File: src/rtl/emu_scan_pkg.sv
// -----------------------------------------------------------------------------
// emu_scan_pkg
// Shared types and constants for the emulator checkpoint scan controller.
//   state_e : controller FSM states
//   cmd_t   : latched host command (operation + target chain)
//   OP_*    : operation encodings carried on cmd_op
//   TGT_*   : chain encodings carried on cmd_tgt
// -----------------------------------------------------------------------------
package emu_scan_pkg;

  typedef enum logic [2:0] {
    IDLE = 3'd0,
    PREP = 3'd1,
    DUMP = 3'd2,
    LOAD = 3'd3,
    FIN  = 3'd4
  } state_e;

  localparam logic OP_DUMP    = 1'b0;
  localparam logic OP_RESTORE = 1'b1;

  localparam logic TGT_FF  = 1'b0;
  localparam logic TGT_RAM = 1'b1;

  typedef struct packed {
    logic op;
    logic tgt;
  } cmd_t;

endpackage : emu_scan_pkg

File: src/rtl/emu_scan_mux.sv
// -----------------------------------------------------------------------------
// emu_scan_mux
// Purely combinational steering between the controller and the two chains.
// The selected chain receives scan/dir/sdi; the other chain is held at
// scan=0, dir=0, sdi=0. The selected chain's head beat is returned on sel_sdo.
// Ports:
//   tgt                       : selected chain (TGT_FF / TGT_RAM)
//   scan_en, dir, sdi         : controller-side shift controls and data
//   sel_sdo                   : head beat of the selected chain
//   ff_scan/ff_dir/ff_sdi     : FF chain controls      ff_sdo  : FF head beat
//   ram_scan/ram_dir/ram_sdi  : RAM chain controls     ram_sdo : RAM head beat
// -----------------------------------------------------------------------------
module emu_scan_mux
  import emu_scan_pkg::*;
#(
  parameter int DATA_W = 64
) (
  input  logic              tgt,
  input  logic              scan_en,
  input  logic              dir,
  input  logic [DATA_W-1:0] sdi,
  output logic [DATA_W-1:0] sel_sdo,

  output logic              ff_scan,
  output logic              ff_dir,
  output logic [DATA_W-1:0] ff_sdi,
  input  logic [DATA_W-1:0] ff_sdo,

  output logic              ram_scan,
  output logic              ram_dir,
  output logic [DATA_W-1:0] ram_sdi,
  input  logic [DATA_W-1:0] ram_sdo
);

  // Kept apart from the drive block so the sdo -> sdi rotate path in the
  // parent never looks like a loop through a single process.
  assign sel_sdo = (tgt == TGT_RAM) ? ram_sdo : ff_sdo;

  always_comb begin
    // NOTE: every output gets a default before the branches, so no path
    // leaves a signal unassigned and no latch is inferred.
    ff_scan  = 1'b0;
    ff_dir   = 1'b0;
    ff_sdi   = '0;
    ram_scan = 1'b0;
    ram_dir  = 1'b0;
    ram_sdi  = '0;
    if (tgt == TGT_RAM) begin
      ram_scan = scan_en;
      ram_dir  = dir;
      ram_sdi  = sdi;
    end else begin
      ff_scan  = scan_en;
      ff_dir   = dir;
      ff_sdi   = sdi;
    end
  end

endmodule : emu_scan_mux

File: src/rtl/emu_scan_ctrl.sv
// -----------------------------------------------------------------------------
// emu_scan_ctrl
// Checkpoint dump/restore sequencer for the emulator FF and RAM scan chains.
// One host command at a time: the DUT is halted, the chosen chain is shifted
// one beat per handshake, and done pulses for one cycle at the end.
// Dump rotates the chain (sdo fed back to sdi) so its contents survive.
// Ports:
//   clk, rst_n                    : emulator clock, async active-low reset
//   cmd_valid/cmd_ready           : command handshake (ready only when idle)
//   cmd_op, cmd_tgt               : 0=dump/1=restore, 0=FF/1=RAM
//   host_halt                     : user pause, ORed into halt
//   out_valid/ready/data/last     : dump beat stream to the host
//   in_valid/ready/data/last      : restore beat stream from the host
//   busy, done, err               : status (err = sticky in_last framing error)
//   halt                          : DUT freeze
//   ff_*/ram_*                    : scan enable, direction, data in/out
// -----------------------------------------------------------------------------
module emu_scan_ctrl
  import emu_scan_pkg::*;
#(
  parameter int DATA_W    = 64,
  parameter int FF_BEATS  = 3,
  parameter int RAM_BEATS = 4,
  parameter int CNT_W     = 16
) (
  input  logic              clk,
  input  logic              rst_n,

  input  logic              cmd_valid,
  output logic              cmd_ready,
  input  logic              cmd_op,
  input  logic              cmd_tgt,
  input  logic              host_halt,

  output logic              out_valid,
  input  logic              out_ready,
  output logic [DATA_W-1:0] out_data,
  output logic              out_last,

  input  logic              in_valid,
  output logic              in_ready,
  input  logic [DATA_W-1:0] in_data,
  input  logic              in_last,

  output logic              busy,
  output logic              done,
  output logic              err,
  output logic              halt,

  output logic              ff_scan,
  output logic              ff_dir,
  output logic [DATA_W-1:0] ff_sdi,
  input  logic [DATA_W-1:0] ff_sdo,

  output logic              ram_scan,
  output logic              ram_dir,
  output logic [DATA_W-1:0] ram_sdi,
  input  logic [DATA_W-1:0] ram_sdo
);

  localparam logic [CNT_W-1:0] FF_LAST  = CNT_W'(FF_BEATS - 1);
  localparam logic [CNT_W-1:0] RAM_LAST = CNT_W'(RAM_BEATS - 1);

  // ---------------------------------------------------------------------------
  // State
  // ---------------------------------------------------------------------------
  state_e           state_q, state_d;
  cmd_t             cmd_q, cmd_d;
  logic [CNT_W-1:0] cnt_q, cnt_d;
  logic             err_q, err_d;
  logic             done_q, done_d;
  logic             busy_q, busy_d;
  logic             cmd_ready_q, cmd_ready_d;

  // ---------------------------------------------------------------------------
  // Datapath decode
  // ---------------------------------------------------------------------------
  logic [CNT_W-1:0]  last_idx;
  logic              at_last;
  logic              out_hs;
  logic              in_hs;
  logic              scan_en;
  logic              dir;
  logic [DATA_W-1:0] sdi;
  logic [DATA_W-1:0] sel_sdo;

  assign last_idx = (cmd_q.tgt == TGT_RAM) ? RAM_LAST : FF_LAST;
  assign at_last  = (cnt_q == last_idx);
  assign out_hs   = (state_q == DUMP) && out_ready;
  assign in_hs    = (state_q == LOAD) && in_valid;

  // The chain only advances on a handshake, so a stall holds both the chain
  // position and the beat counter.
  assign scan_en  = out_hs || in_hs;
  assign dir      = (state_q == LOAD);

  always_comb begin
    sdi = '0;
    unique case (state_q)
      DUMP:    sdi = sel_sdo;   // circular rotate preserves the chain
      LOAD:    sdi = in_data;
      default: sdi = '0;
    endcase
  end

  emu_scan_mux #(
    .DATA_W (DATA_W)
  ) u_mux (
    .tgt      (cmd_q.tgt),
    .scan_en  (scan_en),
    .dir      (dir),
    .sdi      (sdi),
    .sel_sdo  (sel_sdo),
    .ff_scan  (ff_scan),
    .ff_dir   (ff_dir),
    .ff_sdi   (ff_sdi),
    .ff_sdo   (ff_sdo),
    .ram_scan (ram_scan),
    .ram_dir  (ram_dir),
    .ram_sdi  (ram_sdi),
    .ram_sdo  (ram_sdo)
  );

  // ---------------------------------------------------------------------------
  // Next-state logic
  // ---------------------------------------------------------------------------
  always_comb begin
    state_d = state_q;
    cmd_d   = cmd_q;
    cnt_d   = cnt_q;
    err_d   = err_q;

    unique case (state_q)
      IDLE: begin
        // cmd_ready_q stays low for the first cycle after reset release.
        if (cmd_valid && cmd_ready_q) begin
          cmd_d.op  = cmd_op;
          cmd_d.tgt = cmd_tgt;
          cnt_d     = '0;
          err_d     = 1'b0;
          state_d   = PREP;
        end
      end

      // One quiet cycle with halt up so the DUT is frozen before shifting.
      PREP: state_d = (cmd_q.op == OP_RESTORE) ? LOAD : DUMP;

      DUMP: begin
        if (out_ready) begin
          cnt_d = cnt_q + 1'b1;
          if (at_last) state_d = FIN;
        end
      end

      LOAD: begin
        if (in_valid) begin
          cnt_d = cnt_q + 1'b1;
          if (at_last) begin
            // A full-length restore must end with in_last on its final beat.
            if (!in_last) err_d = 1'b1;
            state_d = FIN;
          end else if (in_last) begin
            // Early in_last: stop here, chain is left partially loaded.
            err_d   = 1'b1;
            state_d = FIN;
          end
        end
      end

      FIN:     state_d = IDLE;

      default: state_d = IDLE;
    endcase

    // Status outputs are registered copies of the next state's decode.
    done_d      = (state_d == FIN);
    busy_d      = (state_d != IDLE);
    cmd_ready_d = (state_d == IDLE);
  end

  // ---------------------------------------------------------------------------
  // Registers
  // ---------------------------------------------------------------------------
  // NOTE: sequential state is updated only with non-blocking assignments so
  // every flop samples the pre-edge value of every other flop.
  always_ff @(posedge clk or negedge rst_n) begin
    if (!rst_n) begin
      state_q     <= IDLE;
      cmd_q       <= '0;
      cnt_q       <= '0;
      err_q       <= 1'b0;
      done_q      <= 1'b0;
      busy_q      <= 1'b0;
      cmd_ready_q <= 1'b0;
    end else begin
      state_q     <= state_d;
      cmd_q       <= cmd_d;
      cnt_q       <= cnt_d;
      err_q       <= err_d;
      done_q      <= done_d;
      busy_q      <= busy_d;
      cmd_ready_q <= cmd_ready_d;
    end
  end

  // ---------------------------------------------------------------------------
  // Outputs
  // ---------------------------------------------------------------------------
  assign cmd_ready = cmd_ready_q;
  assign busy      = busy_q;
  assign done      = done_q;
  assign err       = err_q;
  assign halt      = host_halt || busy_q;

  assign out_valid = (state_q == DUMP);
  assign out_data  = (state_q == DUMP) ? sel_sdo : '0;
  assign out_last  = (state_q == DUMP) && at_last;
  assign in_ready  = (state_q == LOAD);

endmodule : emu_scan_ctrl

File: config.mk
export PLATFORM = sky130hd
export DESIGN_NAME = emu_scan_ctrl
export DESIGN_NICKNAME = d
export VERILOG_FILES = /design/src/rtl/emu_scan_pkg.sv /design/src/rtl/emu_scan_mux.sv /design/src/rtl/emu_scan_ctrl.sv
export SDC_FILE = /design/constraint.sdc
export NUM_CORES = 1
export LEC_CHECK = 0
export CORE_AREA = 3 3 156 158
export DETAILED_ROUTE_END_ITERATION = 10
export DIE_AREA = 0 0 159 161
export SYNTH_ARGS = -nofsm -noshare
export SYNTH_HDL_FRONTEND = slang
export SYNTH_SLANG_ARGS = --single-unit
File: constraint.sdc
create_clock -name clk -period 4.2 [get_ports clk]
set_input_delay 0.84 -clock clk [delete_from_list [all_inputs] [get_ports clk]]
set_output_delay 0.84 -clock clk [all_outputs]
set_load 0.02 [all_outputs]
Word level (Yosys, flattened, before mapping)
Index checks and enable logic that the tools add are counted.
- flip-flop bits (word level): 25
- latch bits: 0
- memory bits (writable): 0
- ROM bits: 0
- bits of input ports: 201
- output and inout bits: 204
- logic and storage cells: 61
- memories: 0
- add/sub/neg operators: 1
- multipliers: 0
- div/mod/pow operators: 0
- $lt $le $gt $ge: 0
- equality and inequality tests: 10
- shift operators: 0
- mux-type cells: 28
- bitwise gates (word level): 0
- reductions and logical operators: 14
- operators by type and width (kind ; count):
    $mux 64 ; 4
    $pmux 64 s2 ; 1
    $mux 16 ; 3
    $pmux 16 s3 ; 1
    $mux 3 ; 6
    $add 16x1->16 const B ; 1
    $eq 16x2->1 ; 1
    $pmux 3 s4 ; 1
    $mux 1 ; 11
    $eq 3x2->1 const B ; 2
    $logic_not 3->1 ; 2
    $ne 3x3->1 const B ; 2
    $reduce_bool 3->1 ; 2
    $reduce_and 5->1 ; 1
    $logic_and 1x1->1 ; 4
    $ne 2x2->1 const B ; 2
    $reduce_and 4->1 ; 1
    $eq 3x1->1 const B ; 1
    $eq 3x3->1 const B ; 1
    $logic_or 1x1->1 ; 2
    $ne 2x1->1 const B ; 1
    $pmux 1 s2 ; 1
    $reduce_and 2->1 ; 1
    $reduce_bool 2->1 ; 1

Depth between registers and ports, before layout
Gate-level depths: netlist (run 1).
- word-level depth: 6
- depth in mapped cells: 6
- gate-level depth less buffers: 5

Hierarchy
A second synthesis (run 1) with hierarchy kept.
- cell total of the unflattened synthesis: 495
- area, all modules: 4047.6 µm²
- by module, submodules not included (module ; times used ; cells an instance ; area an instance (µm²) ; sequential area each (µm²)):
    emu_scan_ctrl ; 1 ; 277 ; 2339.7 ; 625.6
    emu_scan_mux ; 1 ; 218 ; 1707.9 ; 0.0

Worst setup path before layout (run 1)
Ideal clock, no wire load.
- path kind: reg2out
- start point: reg state_q[1]
- end point: out out_data[24]
- data arrival time: 1.554 ns
- data required time: 3.360 ns
- setup slack: 1.806 ns
- stages on the path, launching flop included: 7
- path buffers: 3
- cells stage by stage: dfrtp_1 -> buf_2 -> and2b_1 -> nand2b_1 -> clkbuf_1 -> buf_1 -> nor2_1
- longest elaborated chain between the ends: 2
- RTL lines (what ; line ; RTL):
    start: declaration ; emu_scan_ctrl.sv:67 ; state_e state_q, state_d;
    start signal: assignment ; emu_scan_ctrl.sv:196 ; state_q <= state_d;
    $eq 3x2->1 ; emu_scan_ctrl.sv:216 ; assign out_data = (state_q == DUMP) ? sel_sdo : '0;
    $mux 64 ; emu_scan_ctrl.sv:216 ;
    end: declaration ; emu_scan_ctrl.sv:37 ; output logic [DATA_W-1:0] out_data,
No other way between the ends.

Final worst setup path (run 1)
- start point: reg state_q[1]
- end point: out ram_sdi[1]
- longest elaborated chain between the ends: 3
- elaborated cells on any way between the ends: 4
- those cells by class: eq/ne: 2; mux: 2
- RTL lines (what ; line ; RTL):
    $eq 3x2->1 ; emu_scan_ctrl.sv:99 ; unique case (state_q)
    $pmux 64 s2 * ; emu_scan_ctrl.sv:99 ;
    $mux 64 * ; emu_scan_mux.sv:48 ; if (tgt == TGT_RAM) begin
    end: declaration ; emu_scan_ctrl.sv:57 ; output logic [DATA_W-1:0] ram_sdi,
Every way passes the cells marked *; elsewhere a longest branch is shown, timed or not.

==> reports/metrics.yaml, run 1 <==
synth_warnings: 0
gp_congestion: 0.850
clockBufferDepth: 2
io_pins: 405
report.final.slew_viol_count: 0
synth_cell_types: 36
root_buffer: "clkbuf_16"
drc: 0
status: "complete, no violations"
clkPwrFrac: 0.043
wl_per_cell_um: 18.8
grt_usage: 0.181
hold_buffers: 0
synth_edf_count: 0
grt_pass1_vias: 5960
maxCapViolations: 0
syn_inst: 659
timing.rr.start: "state_q[0]$_DFF_PN0_"
cts_resized: 0
worst_pin_slew_ns: 0.786
synthFlopType: "dfrtp_1"
fmax_mhz: 251
setup_violations: 0
power.switching_uw: 2620
mostFrequentLayoutCells: "clkdlybuf4s50_1, a21oi_1, nand2b_1"
layout-drive-gt1-share: 0.0235
dr.pass1.iters: 5
routedLengthMet1_mm: 10.8
worstSetupPathDepth: 5
synth-seq-cells: 25
placementRows: 56
layout_commonest_cell: "clkdlybuf4s50_1"
internal_power_uw: 2320
r2r_cells: 5
post-cts-setup-buffers: 0
reg2reg_slack_ns: 1.87
critPathRequiredTime_ns: 3.36
async_reset_ff_frac: 1.00
numPortBuffers: 404
fin_worst_skew_ns: 0.00446
fin_util: 0.371
grt_max_degree: 200
first_iter_violations: 440
die-area_um2: 25600
layoutNonFillerInstCount: 1342
avgViaCountPerCell: 4.55
min_path_type: "reg -> reg"
ys_seq_area_frac: 0.150
design.core.area_um2: 23300
syn_nets: 861
avgSynthCellArea_um2: 6.33
max_stage_delay_ns: 0.74
final-hold-violation-count: 0
crit_arrival_ns: 3.14
vias: 6102
top_layer: "met4"
initial_utilization: 0.179
min_period_ns: 3.98
setup_tns_ns: 0
crit_buf_inv: 2
rr_endpoint: "cnt_q[13]$_DFFE_PN0P_"
syn2layout_area_growth_pct: 107
hpwl_mm: 19.8
die_x_um: 159
critPathSlowestCell: "clkdlybuf4s50_1"
dp_cells: 1337
critPathMaxFanout: 43
n_fill_cell: 2489
rsz0062_at_grt: "no"
netSwitchingFraction: 0.530
clk_latency_ns: 0.26
max-vdd-ir-drop_mv: 0.361
overflow: 0
grt_pass1_wl_mm: 36.7
power_density_nw_per_um2: 573
ant_nets: 0
drt_wl_total_mm: 25.2
cellLeakagePower_uw: 0.00327
numCtsBuffers: 3
worstPathCellList: "and2b_1 -> nand2_2 -> buf_12 -> a21oi_1 -> clkdlybuf4s50_1"
whs_ns: 0.478
combPwrFrac: 0.876
setup.worst_path.end: "ram_sdi[1]"
nets: 1225
die_h_um: 161
netlist_area_um2: 4170
clkTransAtPathRegs_ns: 0.06
pwr-share-seq: 0.081
crit_family: "buffers and inverters"
antenna_found_initial: 0
relSlewSlack: 0.476
wl_met3_mm: 1.76
crit_type: "reg -> out"
worstSetupStartpoint: "state_q[1]$_DFF_PN0_"
cts_max_level: 1
startpoint_type: "flip-flop"
wl_met2_mm: 12.3
cts_tree: "built"
fin_crit_sh: 0.948
end_kind: "primary output"
clock-sinks: 25
-- how the worst min path moves through the flow --
stage,from,to,slack [ns],depth (start not counted)
after CTS,err$_DFFE_PN0P_,err$_DFFE_PN0P_,0.49,2
after detailed placement,err$_DFFE_PN0P_,err$_DFFE_PN0P_,0.47,2
final,err$_DFFE_PN0P_,err$_DFFE_PN0P_,0.48,2
after floorplan,cmd_q[1]$_DFFE_PN0P_,cmd_q[1]$_DFFE_PN0P_,0.44,2
after global placement,err$_DFFE_PN0P_,err$_DFFE_PN0P_,0.48,2
after global routing,err$_DFFE_PN0P_,err$_DFFE_PN0P_,0.52,2
-- worst reg2reg max path: stages, from the launching register on --
cell and delay, ns:
dfrtp_4 0.43, buf_12 0.41, mux2_2 0.49, a2bb2oi_2 0.54, nor4_1 0.19, mux2i_1 0.16
-- kinds of logic (layout without fill, tap and decap cells) --
family / Yosys count / in the layout / share of synthesized area
AND/OR/NAND/NOR: 343 / 343 / 0.421
other: 0 / 1 / 0
adder cells (fa/ha/maj): 1 / 1 / 0.00300
AO/OA/AOI/OAI: 159 / 159 / 0.200
flip-flops: 25 / 25 / 0.150
multiplexers: 69 / 69 / 0.166
XOR/XNOR: 2 / 2 / 0.00420
buffers and inverters: 60 / 423 / 0.0555
-- sequential cells by signal (all words and copies together) (netlist names) --
signal     count
cnt_q         16
cmd_ready      1
err            1
done           1
cmd_q          2
busy           1
state_q        3
-- cells in the mapped netlist (all sizes together) (4+ instances only) --
master	number	area share
a21oi	136	0.16
nand2b	135	0.20
nand2	87	0.078
nor2	74	0.067
mux2i	68	0.16
clkbuf	42	0.038
dfrtp	25	0.15
buf	11	0.011
nand3	10	0.012
o21ai	10	0.012
inv	7	0.0063
o31ai	7	0.013
nand4	6	0.010
nor3	5	0.0060
or4	5	0.0090
and3	4	0.0060
nor4	4	0.0060
-- final cells by class --
| type | instances | area [µm²] | area share |
|---|---|---|---|
| Clock inverter | 1 | 5.00 | 0.000581 |
| Sequential cell | 25 | 633 | 0.0735 |
| Tap cell | 319 | 399 | 0.0463 |
| Multi-Input combinational cell | 574 | 3320 | 0.386 |
| Inverter | 7 | 26.3 | 0.00305 |
| Timing Repair Buffer | 412 | 4150 | 0.482 |
| Clock buffer | 3 | 75.1 | 0.00871 |
| Antenna cell | 1 | 2.50 | 0.000290 |
-- metal layers --
metal  track usage  up-vias
met2         0.311      258
met1         0.237     2839
met5             0        -
met3        0.0377       23
li1              -     2982
met4        0.0302        0
-- power groups by stage --
stage                     logic (µW)  clock network (µW)  registers [µW]
after global routing            4590                 227             412
final                           4330                 213             399
after floorplan                 2320                   0             341
after detailed placement        4330                   0             406
after global placement          4350                   0             408
after CTS                       4360                 215             402
-- stage by stage --
step	area [µm²]	setup slack, ns	power (µW)
6_report	8620	0.218	4940
2_1_floorplan	4170	1.81	2660
4_1_cts	8620	0.263	4970
5_1_grt	8620	0.151	5230
3_5_place_dp	8540	0.514	4740
3_3_place_gp	8540	0.511	4750
No activity file was read; power rests on OpenSTA's default activity.
==> inputs of run 2 (changes only) <==
--- a/config.mk
+++ b/config.mk
@@ -8,6 +8,7 @@
 export CORE_AREA = 3 3 156 158
 export DETAILED_ROUTE_END_ITERATION = 10
 export DIE_AREA = 0 0 159 161
+export PLACE_DENSITY = 0.62
 export SYNTH_ARGS = -nofsm -noshare
 export SYNTH_HDL_FRONTEND = slang
 export SYNTH_SLANG_ARGS = --single-unit
==> run 2 against run 1 <==
Compared with the run above: sequential cell count unchanged; register-to-register slack better by 0.17 ns; worst setup slack gained 0.43 ns; combinational power shrank 2%; sequential power grew 5%; sequential share of layout area hardly changed; non-clock buffer count up 3; final area about the same; first-iteration DRC count decreased by 8.0%; clock-buffer cell count is the same; cell count rose by 0.15%; via count is 1.1% lower; largest cell class unchanged.
==> reports/metrics.yaml, run 2 (synthesized netlist as in run 1, its figures left out) <==
status: "complete, no violations"
clkTransAtPathRegs_ns: 0.07  # about the same
power_density_nw_per_um2: 570  # -0.61%
io_pins: 405  # unchanged
drt_wl_total_mm: 23.9  # -5.2%
reg2reg_slack_ns: 2.04  # +0.17 ns
rr_endpoint: "cmd_ready$_DFF_PN0_"
root_buffer: "clkbuf_16"
numCtsBuffers: 3  # unchanged
placementRows: 56  # unchanged
max_stage_delay_ns: 0.69  # -0.05 ns
die_x_um: 159  # unchanged
final-hold-violation-count: 0  # unchanged
fin_util: 0.370  # about the same
antenna_found_initial: 0  # unchanged
pwr-share-seq: 0.085  # +0.004
first_iter_violations: 405  # -8.0%
layout_commonest_cell: "clkdlybuf4s50_1"
clockBufferDepth: 2  # unchanged
numPortBuffers: 404  # unchanged
critPathMaxFanout: 44  # +2.3%
use_met2: 0.310  # -0.000781
max-vdd-ir-drop_mv: 0.239  # -34%
worstPathCellList: "and2b_1 -> nand2_2 -> buf_4 -> a21oi_1 -> clkdlybuf4s50_1"
relSlewSlack: 0.469  # -0.00649
clk_latency_ns: 0.27  # about the same
cts_resized: 0  # unchanged
clock-sinks: 25  # unchanged
grt_pass1_wl_mm: 35.4  # -3.3%
cts_max_level: 1  # unchanged
internal_power_uw: 2320  # -0.27%
grt_pass1_vias: 5913  # -0.79%
grt_use_met3: 0.0349  # -0.00282
reg_top3: "cnt_q x16, state_q x3, cmd_q x2"
min_from: "cmd_q[1]$_DFFE_PN0P_"
fmax_mhz: 281  # +12%
avgViaCountPerCell: 4.49  # -1.2%
min_to: "cmd_q[1]$_DFFE_PN0P_"
syn2layout_area_growth_pct: 106  # about the same
n_antenna_cell: 0  # -1
grt_busiest_layer: "met2"
hold_buffers: 0  # unchanged
min_period_ns: 3.55  # -0.428 ns
regMostFlops: "cnt_q"
timing.rr.start: "state_q[0]$_DFF_PN0_"
setup_violations: 0  # unchanged
combPwrFrac: 0.868  # -0.008
setup_tns_ns: 0  # unchanged
dr.pass1.iters: 4  # -1
critPathSlowestCell: "clkdlybuf4s50_1"
hpwl_mm: 18.7  # -5.6%
startpoint_type: "flip-flop"
nets: 1228  # +0.24%
layout-drive-gt1-share: 0.0263  # +0.00286
fin_worst_skew_ns: 0.00556  # +0.00110 ns
worst_pin_slew_ns: 0.793  # +0.00725 ns
die-area_um2: 25600  # unchanged
fin_crit_sh: 0.846  # -0.102
cts_tree: "built"
overflow: 0  # unchanged
largest_register_ffs: 16  # unchanged
wl_per_cell_um: 17.8  # -5.4%
min_path_type: "reg -> reg"
design.core.area_um2: 23300  # unchanged
crit_type: "reg -> out"
drc: 0  # unchanged
initial_utilization: 0.179  # unchanged
cellLeakagePower_uw: 0.00327  # +0.15%
grt_max_degree: 116  # -42%
report.final.slew_viol_count: 0  # unchanged
power.switching_uw: 2590  # -0.95%
netSwitchingFraction: 0.528  # -0.00169
rsz0062_at_grt: "no"
mostFrequentLayoutCells: "clkdlybuf4s50_1, a21oi_1, nand2b_1"
vias: 6035  # -1.1%
post-cts-setup-buffers: 0  # unchanged
die_h_um: 161  # unchanged
r2r_cells: 4  # -1
grt_usage: 0.171  # -0.00934
ant_nets: 0  # unchanged
grt_util_met1: 0.217  # -0.0198
end_kind: "primary output"
whs_ns: 0.508  # +0.0303 ns
clkPwrFrac: 0.047  # +0.004
min_delay_path_depth: 2  # unchanged
gp_congestion: 0.885  # +4.2%
maxCapViolations: 0  # unchanged
crit_arrival_ns: 2.71  # -0.43 ns
critPathRequiredTime_ns: 3.36  # about the same
[run 2: changes by cell type in the layout (fill, tap and decap cells not counted)]
cell      change
clkinv_2      -1
diode_2       -1
inv_6         +1
buf_12        -2
buf_4         +5
[run 2: cell type report]
cell class	count	area, µm²
inverters	7	26.3
flip-flops and latches	25	633
clock buffers	3	75.1
fillers	2469	14600
multi-input cells	574	3320
well taps	319	399
clock inverters	1	8.76
repair buffers	415	4150
[run 2: power groups by stage]
stage	registers, µW	logic, µW	clock network, µW
2_1_floorplan	341	2320	0
3_3_place_gp	425	4300	0
3_5_place_dp	424	4270	0
4_1_cts	419	4300	233
5_1_grt	432	4530	241
6_report	418	4260	231
[run 2: per-stage QoR]
stage	total power [µW]	cell area (µm²)	worst slack [ns]	std cells
2_1_floorplan	2660	4170	1.81	659
3_3_place_gp	4720	8530	0.918	1340
3_5_place_dp	4700	8530	0.897	1340
4_1_cts	4960	8620	0.710	1344
5_1_grt	5210	8620	0.565	1344
6_report	4910	8620	0.646	1344
[run 2: worst max-delay path by stage]
stage	from	endpoint	slack (ns)	depth (start not counted)
final	state_q[1]$_DFF_PN0_	ram_sdi[44]	0.65	5
after global routing	state_q[1]$_DFF_PN0_	out_data[35]	0.56	5
after CTS	state_q[1]$_DFF_PN0_	ram_sdi[44]	0.71	5
after detailed placement	in_valid	ff_scan	0.90	5
after global placement	in_valid	ff_scan	0.92	5
after floorplan	state_q[1]$_DFF_PN0_	out_data[24]	1.81	6
[run 2: metal layers]
layer / vias to the layer above / share of wire
met3: 18 / 0.061
met1: 2804 / 0.42
li1: 2982 / -
met5: - / 0
met4: 0 / 0.010
met2: 231 / 0.51
[run 2: worst max-delay path, delay by kind of cell, from the launching register on]
| kind | cells | cell delay [ns] |
|---|---|---|
| AOI/OAI and AO/OA | 1 | 0.43 |
| buffers and inverters | 2 | 0.98 |
| DFF | 1 | 0.53 |
| and+or+nand+nor | 2 | 0.47 |
==> inputs of run 3 (changes only) <==
--- a/config.mk
+++ b/config.mk
@@ -5,10 +5,10 @@
 export SDC_FILE = /design/constraint.sdc
 export NUM_CORES = 1
 export LEC_CHECK = 0
-export CORE_AREA = 3 3 156 158
+export CORE_AREA = 3 3 155 157
 export DETAILED_ROUTE_END_ITERATION = 10
-export DIE_AREA = 0 0 159 161
-export PLACE_DENSITY = 0.62
+export DIE_AREA = 0 0 158 160
+export PLACE_DENSITY = 0.65
 export SYNTH_ARGS = -nofsm -noshare
 export SYNTH_HDL_FRONTEND = slang
 export SYNTH_SLANG_ARGS = --single-unit
==> constraint.sdc (replaced) <==
create_clock -name clk -period 3 [get_ports clk]
set_input_delay 0.6 -clock clk [delete_from_list [all_inputs] [get_ports clk]]
set_output_delay 0.6 -clock clk [all_outputs]
set_load 0.02 [all_outputs]
==> run 3 against run 2 <==
Compared with the run above: critical endpoint is now out_data[1]; worst setup slack got worse by 0.53 ns; total power increased by 44%; sequential share of layout area decreased by 0.097 points; sequential power increased by 23%; wire length increased by 7.2%; non-clock buffer count increased by 15; global-route usage increased by 1.5 points; combinational power increased by 47%; cell count decreased by 1.4%; via count increased by 1.9%; first-iteration DRC count decreased by 8.4%; clock power increased by 29%.
==> reports/metrics.yaml, run 3 (synthesized netlist as in run 1, its figures left out) <==
layoutNonFillerInstCount: 1325  # -1.4%
grt_usage: 0.186  # +0.0152
report.final.slew_viol_count: 0  # unchanged
critPathRequiredTime_ns: 2.40  # -0.96 ns
die_h_um: 160  # -0.62%
min_period_ns: 2.89
fin_worst_skew_ns: 0.00672  # +0.00116 ns
startpoint_type: "flip-flop"
numPortBuffers: 404  # unchanged
whs_ns: 0.482  # -0.0266 ns
status: "complete, no violations"
dp_cells: 1320  # -1.5%
initial_utilization: 0.184  # +0.00493
hold_buffers: 0  # unchanged
clk_latency_ns: 0.26  # about the same
grt_pass1_vias: 6177  # +4.5%
worst_pin_slew_ns: 0.698  # -0.0954 ns
use_met2: 0.327  # +0.0164
numCtsBuffers: 3  # unchanged
drc: 0  # unchanged
wl_per_cell_um: 19.3  # +8.7%
overflow: 0  # unchanged
fin_crit_sh: 0.963
cts_max_level: 1  # unchanged
min_delay_path_depth: 2  # unchanged
r2r_cells: 5  # +1
design.core.area_um2: 22600  # -2.7%
n_antenna_cell: 0  # unchanged
fmax_mhz: 346
crit_type: "reg -> out"
fin_ws_ns: 0.112  # -0.534 ns
grt_pass1_wl_mm: 37.2  # +5.1%
relSlewSlack: 0.534  # +0.0648
rsz0062_at_grt: "no"
critPathMaxFanout: 32  # -27%
clkTransAtPathRegs_ns: 0.06  # about the same
setup_tns_ns: 0  # unchanged
clock-sinks: 25  # unchanged
cellLeakagePower_uw: 0.00338  # +3.3%
die-area_um2: 25300  # -1.2%
placementRows: 55  # -1.8%
grt_max_degree: 81  # -30%
regMostFlops: "cnt_q"
hpwl_mm: 20.4  # +8.7%
nets: 1243  # +1.2%
n_fill_cell: 2366  # -4.2%
seqCellArea_um2: 633  # unchanged
reg_top3: "cnt_q x16, state_q x3, cmd_q x2"
vias: 6150  # +1.9%
max-vdd-ir-drop_mv: 0.355  # +48%
end_kind: "primary output"
grt_busiest_layer: "met2"
final-hold-violation-count: 0  # unchanged
grt_use_met3: 0.0401  # +0.00523
avgViaCountPerCell: 4.64  # +3.4%
crit_arrival_ns: 2.29  # -0.42 ns
first_iter_violations: 371  # -8.4%
dp_slack_ns: 0.152  # -0.745 ns
layout_commonest_cell: "clkdlybuf4s50_1"
drt_wl_total_mm: 25.6  # +7.2%
io_pins: 405  # unchanged
min_path_type: "reg -> reg"
die_x_um: 158  # -0.63%
syn2layout_area_growth_pct: 109
cts_tree: "built"
grt_util_met1: 0.236  # +0.0186
clockBufferDepth: 2  # unchanged
ant_nets: 0  # unchanged
total_power_uw: 7070  # +44%
antenna_found_initial: 0  # unchanged
root_buffer: "clkbuf_16"
maxCapViolations: 0  # unchanged
dr.pass1.iters: 5  # +1
mostFrequentLayoutCells: "clkdlybuf4s50_1, a21oi_1, nand2b_1"
gp_congestion: 0.932  # +5.2%
setup_violations: 0  # unchanged
power_density_nw_per_um2: 810  # +42%
largest_register_ffs: 16  # unchanged
multi_input_area_um2: 3320  # unchanged
layout-drive-gt1-share: 0.0404  # +0.0140
-- run 3: critical path, stage by stage, from the launching register on --
cell,delay [ns]
dfrtp_1,0.43
and2b_1,0.34
nand2b_2,0.11
buf_4,0.27
nor2_1,0.18
clkdlybuf4s50_1,0.69
-- run 3: path summary, 6_finish.rpt --
kind / start / endpoint / slack (ns)
setup / recovery: state_q[2]$_DFF_PN0_ / out_data[1] / 0.11
hold / removal: err$_DFFE_PN0P_ / err$_DFFE_PN0P_ / 0.48
setup reg to reg: state_q[0]$_DFF_PN0_ / cnt_q[14]$_DFFE_PN0P_ / 0.81
hold reg to reg: err$_DFFE_PN0P_ / err$_DFFE_PN0P_ / 0.48
max in group asynchronous: rst_n / state_q[0]$_DFF_PN0_ / 1.81
min in group asynchronous: rst_n / cnt_q[9]$_DFFE_PN0P_ / 0.66
-- run 3: what timing repair did --
item,in CTS,in global routing
setup buffers,0,1
endpoints found under the hold margin,0,0
endpoints found under the setup margin,0,1
gates resized for setup,0,1
-- run 3: metrics by stage --
step	util	area (µm²)
floorplan	-	4170
global route	0.386	8730
detailed placement	0.382	8640
global placement	0.382	8640
finish	0.386	8730
CTS	0.385	8720
-- run 3: routing by layer --
layer  routed length (µm)  vias up  part of all wire
met3                 1870       29             0.073
met4                  453        0             0.018
li1                     -     3013                 -
met5                    0        -                 0
met2                12500      264              0.49
met1                10700     2844              0.42
-- run 3: final cells by class --
type | instances | area share
Multi-Input combinational cell | 574 | 0.381
Inverter | 7 | 0.00301
Tap cell | 285 | 0.0408
Timing Repair Buffer | 430 | 0.494
Sequential cell | 25 | 0.0725
Clock buffer | 4 | 0.00903
-- run 3: power breakdown --
| group | switching, µW | internal [µW] | leakage [µW] |
|---|---|---|---|
| combinational | 3460 | 2800 | 0.00301 |
| sequential | 101 | 414 | 0.000332 |
| clock | 117 | 182 | 0.0000382 |
| total | 3680 | 3390 | 0.00338 |
